File: config.mk
export PLATFORM = sky130hd
export DESIGN_NAME = noc_packet_injector
export DESIGN_NICKNAME = d
export VERILOG_FILES = /design/src/rtl/noc_pkg.sv /design/src/rtl/noc_flit_reg_slice.sv /design/src/rtl/noc_packet_injector.sv
export SDC_FILE = /design/constraint.sdc
export NUM_CORES = 1
export LEC_CHECK = 0
export CAP_MARGIN = 20
export CORE_MARGIN = 5
export CORE_UTILIZATION = 47
export DETAILED_ROUTE_END_ITERATION = 8
export GPL_ROUTABILITY_DRIVEN = 0
export MAX_ROUTING_LAYER = met4
export PLACE_DENSITY = 0.75
export SYNTH_ARGS = -nofsm -noshare
export SYNTH_HDL_FRONTEND = slang
export SYNTH_HIERARCHICAL = 1
export SYNTH_SLANG_ARGS = --single-unit
File: constraint.sdc
create_clock -name clk -period 1.5 [get_ports clk]
set_input_delay 0.3 -clock clk [delete_from_list [all_inputs] [get_ports clk]]
set_output_delay 0.3 -clock clk [all_outputs]
set_load 0.02 [all_outputs]
File: src/rtl/noc_pkg.sv
// ============================================================================
// Module   : noc_pkg
// Brief    : Shared flit widths, header field positions, injector states and
//            the header pack helper for NoC local ports.
// Revision : 1.0
// ============================================================================
`default_nettype none

package noc_pkg;

  localparam int FLIT_W  = 8;
  localparam int COORD_W = 2;
  localparam int TTL_W   = 4;
  localparam int SEQ_W   = 4;

  // Header byte: {x[7:6], y[5:4], low nibble[3:0]} for both F0 and F1
  localparam int HDR_X_LSB   = 6;
  localparam int HDR_Y_LSB   = 4;
  localparam int HDR_LOW_LSB = 0;
  localparam int HDR_LOW_W   = 4;

  typedef enum logic [2:0] {
    IDLE  = 3'd0,
    HDR   = 3'd1,
    ID    = 3'd2,
    LEN   = 3'd3,
    PAY   = 3'd4,
    DRAIN = 3'd5
  } state_t;

  function automatic logic [FLIT_W-1:0] pack_hdr(
    input logic [COORD_W-1:0]   x,
    input logic [COORD_W-1:0]   y,
    input logic [HDR_LOW_W-1:0] low
  );
    logic [FLIT_W-1:0] f;
    f = '0;
    f[HDR_X_LSB   +: COORD_W]   = x;
    f[HDR_Y_LSB   +: COORD_W]   = y;
    f[HDR_LOW_LSB +: HDR_LOW_W] = low;
    return f;
  endfunction

endpackage

`default_nettype wire

File: src/rtl/noc_flit_reg_slice.sv
// ============================================================================
// Module   : noc_flit_reg_slice
// Brief    : One-entry valid/ready output register with a "last" tag bit.
// Revision : 1.0
// ============================================================================
`default_nettype none

module noc_flit_reg_slice
  import noc_pkg::*;
#(
  parameter int W = FLIT_W
) (
  input  logic         clk,
  input  logic         rstn,
  input  logic         load,
  input  logic [W-1:0] load_data,
  input  logic         load_last,
  input  logic         i_ready,
  output logic         o_valid,
  output logic [W-1:0] o_data,
  output logic         o_last,
  output logic         load_ok
);

  logic         r_valid;
  logic [W-1:0] r_data;
  logic         r_last;

  // Accept a new entry when empty or when the current one leaves this cycle
  assign load_ok = !r_valid || i_ready;

  always_ff @(posedge clk) begin
    if (!rstn) begin
      r_valid <= 1'b0;
      r_data  <= '0;
      r_last  <= 1'b0;
    end else if (load && load_ok) begin
      r_valid <= 1'b1;
      r_data  <= load_data;
      r_last  <= load_last;
    end else if (i_ready) begin
      r_valid <= 1'b0;
      r_last  <= 1'b0;
    end
  end

  assign o_valid = r_valid;
  assign o_data  = r_data;
  assign o_last  = r_last;

endmodule

`default_nettype wire

File: src/rtl/noc_packet_injector.sv
// ============================================================================
// Module   : noc_packet_injector
// Brief    : Local-port transmitter: serialises request + payload into
//            header, message-ID, length and payload flits.
// Revision : 1.0
// ============================================================================
`default_nettype none

module noc_packet_injector
  import noc_pkg::*;
#(
  parameter int X        = 4,
  parameter int Y        = 4,
  parameter int NODE_X   = 0,
  parameter int NODE_Y   = 0,
  parameter int TTL_INIT = 6,
  parameter int MAX_LEN  = 16
) (
  input  logic                clk,
  input  logic                rstn,
  input  logic                req_valid,
  output logic                req_ready,
  input  logic [COORD_W-1:0]  req_dst_x,
  input  logic [COORD_W-1:0]  req_dst_y,
  input  logic [7:0]          req_len,
  input  logic                pl_valid,
  output logic                pl_ready,
  input  logic [FLIT_W-1:0]   pl_data,
  output logic                o_valid,
  output logic [FLIT_W-1:0]   o_data,
  input  logic                i_ready,
  output logic                busy,
  output logic                pkt_sent,
  output logic                err
);

  localparam logic [7:0]         C_MAX_LEN = 8'(MAX_LEN);
  localparam logic [COORD_W:0]   C_X       = (COORD_W+1)'(X);
  localparam logic [COORD_W:0]   C_Y       = (COORD_W+1)'(Y);
  localparam logic [COORD_W-1:0] C_NODE_X  = COORD_W'(NODE_X);
  localparam logic [COORD_W-1:0] C_NODE_Y  = COORD_W'(NODE_Y);
  localparam logic [TTL_W-1:0]   C_TTL     = TTL_W'(TTL_INIT);

  state_t              r_state;
  state_t              w_next;
  logic [SEQ_W-1:0]    r_seq;
  logic [COORD_W-1:0]  r_dst_x;
  logic [COORD_W-1:0]  r_dst_y;
  logic [7:0]          r_len;
  logic [7:0]          r_rem;
  logic                r_err;

  logic                w_load;
  logic [FLIT_W-1:0]   w_load_data;
  logic                w_load_last;
  logic                w_load_ok;
  logic                w_last;
  logic                w_accept;
  logic                w_req_ok;
  logic                w_pl_fire;
  logic                w_xfer_last;

  assign req_ready = (r_state == IDLE) && rstn;
  assign w_accept  = req_valid && req_ready;

  assign w_req_ok = (req_len != 8'd0) && (req_len <= C_MAX_LEN) &&
                    ({1'b0, req_dst_x} < C_X) && ({1'b0, req_dst_y} < C_Y) &&
                    !((req_dst_x == C_NODE_X) && (req_dst_y == C_NODE_Y));

  assign w_pl_fire   = pl_valid && pl_ready;
  assign w_xfer_last = o_valid && i_ready && w_last;

  always_comb begin
    w_next      = r_state;
    w_load      = 1'b0;
    w_load_data = '0;
    w_load_last = 1'b0;
    pl_ready    = 1'b0;
    case (r_state)
      IDLE: begin
        if (w_accept && w_req_ok) w_next = HDR;
      end
      HDR: begin
        w_load_data = pack_hdr(r_dst_x, r_dst_y, C_TTL);
        if (w_load_ok) begin
          w_load = 1'b1;
          w_next = ID;
        end
      end
      ID: begin
        w_load_data = pack_hdr(C_NODE_X, C_NODE_Y, r_seq);
        if (w_load_ok) begin
          w_load = 1'b1;
          w_next = LEN;
        end
      end
      LEN: begin
        w_load_data = r_len;
        if (w_load_ok) begin
          w_load = 1'b1;
          w_next = PAY;
        end
      end
      PAY: begin
        // Back-pressure reaches the payload source combinationally
        pl_ready    = w_load_ok;
        w_load_data = pl_data;
        w_load_last = (r_rem == 8'd1);
        if (pl_valid && w_load_ok) begin
          w_load = 1'b1;
          if (r_rem == 8'd1) w_next = DRAIN;
        end
      end
      DRAIN: begin
        if (w_xfer_last) w_next = IDLE;
      end
      default: w_next = IDLE;
    endcase
  end

  always_ff @(posedge clk) begin
    if (!rstn) begin
      r_state <= IDLE;
      r_seq   <= '0;
      r_dst_x <= '0;
      r_dst_y <= '0;
      r_len   <= '0;
      r_rem   <= '0;
      r_err   <= 1'b0;
    end else begin
      r_state <= w_next;
      r_err   <= w_accept && !w_req_ok;
      if (w_accept && w_req_ok) begin
        r_dst_x <= req_dst_x;
        r_dst_y <= req_dst_y;
        r_len   <= req_len;
      end
      if (r_state == LEN && w_load_ok) r_rem <= r_len;
      else if (w_pl_fire)              r_rem <= r_rem - 8'd1;
      if (r_state == DRAIN && w_xfer_last) r_seq <= r_seq + 1'b1;
    end
  end

  noc_flit_reg_slice #(
    .W (FLIT_W)
  ) u_slice (
    .clk       (clk),
    .rstn      (rstn),
    .load      (w_load),
    .load_data (w_load_data),
    .load_last (w_load_last),
    .i_ready   (i_ready),
    .o_valid   (o_valid),
    .o_data    (o_data),
    .o_last    (w_last),
    .load_ok   (w_load_ok)
  );

  assign busy     = (r_state != IDLE);
  assign pkt_sent = (r_state == DRAIN) && w_xfer_last;
  assign err      = r_err;

endmodule

`default_nettype wire

==> insert_results.sql <==
INSERT INTO impl_metrics (metric_group, metric, value, unit) VALUES
('cells_and_area', 'final_design_instance_area_without_fill', '3240', 'µm²'),
('timing', 'finalCritPeriodShare', '112', '%'),
('logic_synthesis', 'yosys_most_used_dff', 'dfxtp_1', ''),
('grt', 'antenna_violations_before_repair', '0', ''),
('logic_synthesis', 'postSynth.asyncResetShare', '0', '%'),
('placement', 'placed_cells', '367', ''),
('clock_network', 'cts_inserted_buffers', '5', ''),
('cells_and_area', 'num_antenna_cells', '0', ''),
('floorplan', 'start_util', '48.0', '%'),
('grt', 'grt_overflow', '0', ''),
('floorplan', 'fp.dieArea', '5840', 'µm²'),
('cells_and_area', 'final_core_util', '74.8', '%'),
('floorplan', 'pin_count', '39', ''),
('logic_synthesis', 'syn-num-nets', '277', ''),
('critical_path', 'cpMostUsedCell', 'buf_6', ''),
('critical_path', 'startpoint_type', 'flip-flop', ''),
('min_path', 'timing.hold.worst.class', 'in -> reg', ''),
('route', 'route.detailed.wl_per_inst', '18.9', 'µm'),
('route', 'vias_after_detailed_routing', '2343', ''),
('timing', 'relSlewSlack', '71.1', '%'),
('clock_network', 'root_buffer', 'clkbuf_8', ''),
('clock_network', 'cts_sinks', '38', ''),
('cells_and_area', 'nNetsFinal', '361', ''),
('timing', 'timing.final.ws_setup', '-0.186', 'ns'),
('clock_network', 'path_clk_slew', '0.07', 'ns'),
('route', 'wl', '7290', 'µm'),
('critical_path', 'crit_path_capture_type', 'flip-flop', ''),
('cells_and_area', 'multi_input_comb_area', '1410', 'µm²'),
('floorplan', 'die_width', '76.4', 'µm'),
('timing', 'hold_violations', '0', ''),
('route', 'met3RoutedLength', '368', 'µm'),
('grt', 'global_route.usage.total', '22.8', '%'),
('placement', 'detailedPlacementHpwl', '4250', 'µm'),
('grt', 'grt_first_pass_wirelength', '10600', 'µm'),
('cells_and_area', 'filler_cell_count', '310', ''),
('critical_path', 'data_required_time_at_the_worst_endpoint', '1.72', 'ns'),
('timing', 'finalCriticalPeriod', '1.69', 'ns'),
('clock_network', 'clock_insertion_delay_worst_skew', '0.30', 'ns'),
('cells_and_area', 'areaGrowthSynthToFinish', '56.0', '%'),
('power_and_ir_drop', 'leakagePower', '0.00128', 'µW'),
('outcome', 'run_status', 'complete, but fails checks', ''),
('power_and_ir_drop', 'cellPowerDensity', '634', 'nW/µm²'),
('timing', 'timing.hold.ws', '0.380', 'ns'),
('logic_synthesis', 'synth_area_per_cell', '8.33', 'µm²'),
('logic_synthesis', 'synth.ff_latch_count', '38', ''),
('logic_synthesis', 'number_of_enable_flip_flop_cells_after_synthesis', '0', ''),
('critical_path', 'critical_path_class', 'reg -> reg', ''),
('timing', 'slew_viol_final', '0', ''),
('outcome', 'failed_checks', 'negative setup slack', ''),
('timing', 'finClkSkew', '0.00644', 'ns'),
('clock_network', 'clock_tree.htree_level_count', '2', ''),
('placement', 'post_dp_cell_area', '2770', 'µm²'),
('placement', 'detailedPlace.worstSlack', '-0.506', 'ns'),
('timing', 'timing.fmax', '0.593', 'GHz'),
('floorplan', 'design.core.area', '4320', 'µm²'),
('logic_synthesis', 'synth.cell_area', '2070', 'µm²'),
('flow_run', 'maxCapViolCount', '0', ''),
('cells_and_area', 'stdcell_count', '386', ''),
('route', 'met1_length', '3120', 'µm'),
('timing', 'setup_viol', '28', ''),
('critical_path', 'critPathMaxStageDelay', '0.35', 'ns'),
('floorplan', 'floorplan.rows', '24', ''),
('cells_and_area', 'area.sequential', '768', 'µm²'),
('logic_synthesis', 'yosysWarnings', '6', ''),
('critical_path', 'cp_max_fo', '6', ''),
('power_and_ir_drop', 'irDropWorstVdd', '416', 'µV'),
('route', 'detailedRoute.firstPassIterationCount', '5', ''),
('timing', 'tightest_slew', '0.430', 'ns'),
('clock_network', 'clk_path_buf_depth', '2', ''),
('critical_path', 'crit_arrival', '1.91', 'ns'),
('timing', 'rsz_0062_raised_after_global_routing', 'true', '');
## kinds of logic (layout without fill, tap and decap cells)
family,Yosys count,after routing,synth area share (%)
adder cells (fa/ha/maj),3,3,1.81
XOR/XNOR,7,7,2.96
multiplexers,7,7,3.38
AND/OR/NAND/NOR,97,97,26.5
flip-flops,38,38,36.7
buffers and inverters,24,109,6.69
AO/OA/AOI/OAI,73,73,22.0
## cell usage after synthesis (all sizes together), types with 5 or more instances
cell type | n | area share [%]
nand2b | 5 | 1.6
mux2i | 7 | 3.4
nand2 | 27 | 5.0
nand3 | 12 | 2.9
o21ai | 27 | 6.5
nor2 | 11 | 2.0
a21oi | 18 | 4.9
clkbuf | 5 | 0.90
inv | 7 | 1.4
buf | 12 | 4.4
nand4 | 12 | 3.6
dfxtp | 38 | 37
nor3 | 8 | 2.5
## through the flow
| stage | total power (µW) | setup TNS (ns) |
|---|---|---|
| finish | 2050 | -2.80 |
| floorplan | 1130 | -1.37 |
| global route | 2110 | -4.12 |
| global placement | 1270 | -14.08 |
| detailed placement | 1270 | -14.71 |
| CTS | 2010 | -1.56 |
## power breakdown
group / internal, µW / total [µW] / switching, µW
combinational: 148 / 289 / 142
sequential: 1010 / 1020 / 5.47
clock: 371 / 744 / 373
## path summary, 6_finish.rpt
check               startpoint                end  slack [ns]  cells past startpoint
max                 r_state[1]           r_len[1]       -0.19                      7
min                 req_len[1]           r_len[1]        0.38                      3
max reg2reg         r_state[1]           r_len[1]       -0.19                      7
min reg2reg  u_slice/o_data[6]  u_slice/o_data[6]        0.47                      2
## sequential cells by signal, summed over array words and instances, names as in the netlist
register and cells:
r_rem 8, r_state 3, r_len 8, u_slice/o_data 8, r_dst_x 2, u_slice/o_valid 1
u_slice/o_last 1, r_seq 4, r_dst_y 2, err 1
## per-layer routing
metal	track usage [%]	vias to the layer above
met5	-	-
li1	-	1084
met1	28.3	1141
met2	36.8	98
met4	7.69	0
met3	4.73	20
## worst min-delay path: stages
cell	delay, ns
dlymetal6s2s_1	0.16
nand3_1	0.09
a21oi_1	0.08
## repair_timing
action	4_1_cts	5_1_grt
cloned	1	1
gates resized for setup	81	39
pin swaps	14	27
hold endpoints to repair	0	0
setup buffers	3	6
setup endpoints to repair	44	35
## final cells by class
class / count / share of cell area (%)
tap: 52 / 2.01
clock inverter: 1 / 0.155
multi-input combinational: 187 / 43.4
clock buffer: 7 / 2.67
inverter: 7 / 0.889
sequential: 38 / 23.7
timing repair buffer: 94 / 27.1
## cells in the final DEF, fill, tap and decap left out, drive strengths merged, types with 5 or more instances in the layout
cell type and n:
mux2i 7, clkdlybuf4s50 16, buf 60, nand2 27
nand3 12, inv 7, nor2 11, dfxtp 38
clkbuf 7, nand4 12, o21ai 27, dlygate4sd2 15
a21oi 18, nor3 8, nand2b 5
No activity file was read; power rests on OpenSTA's default activity.
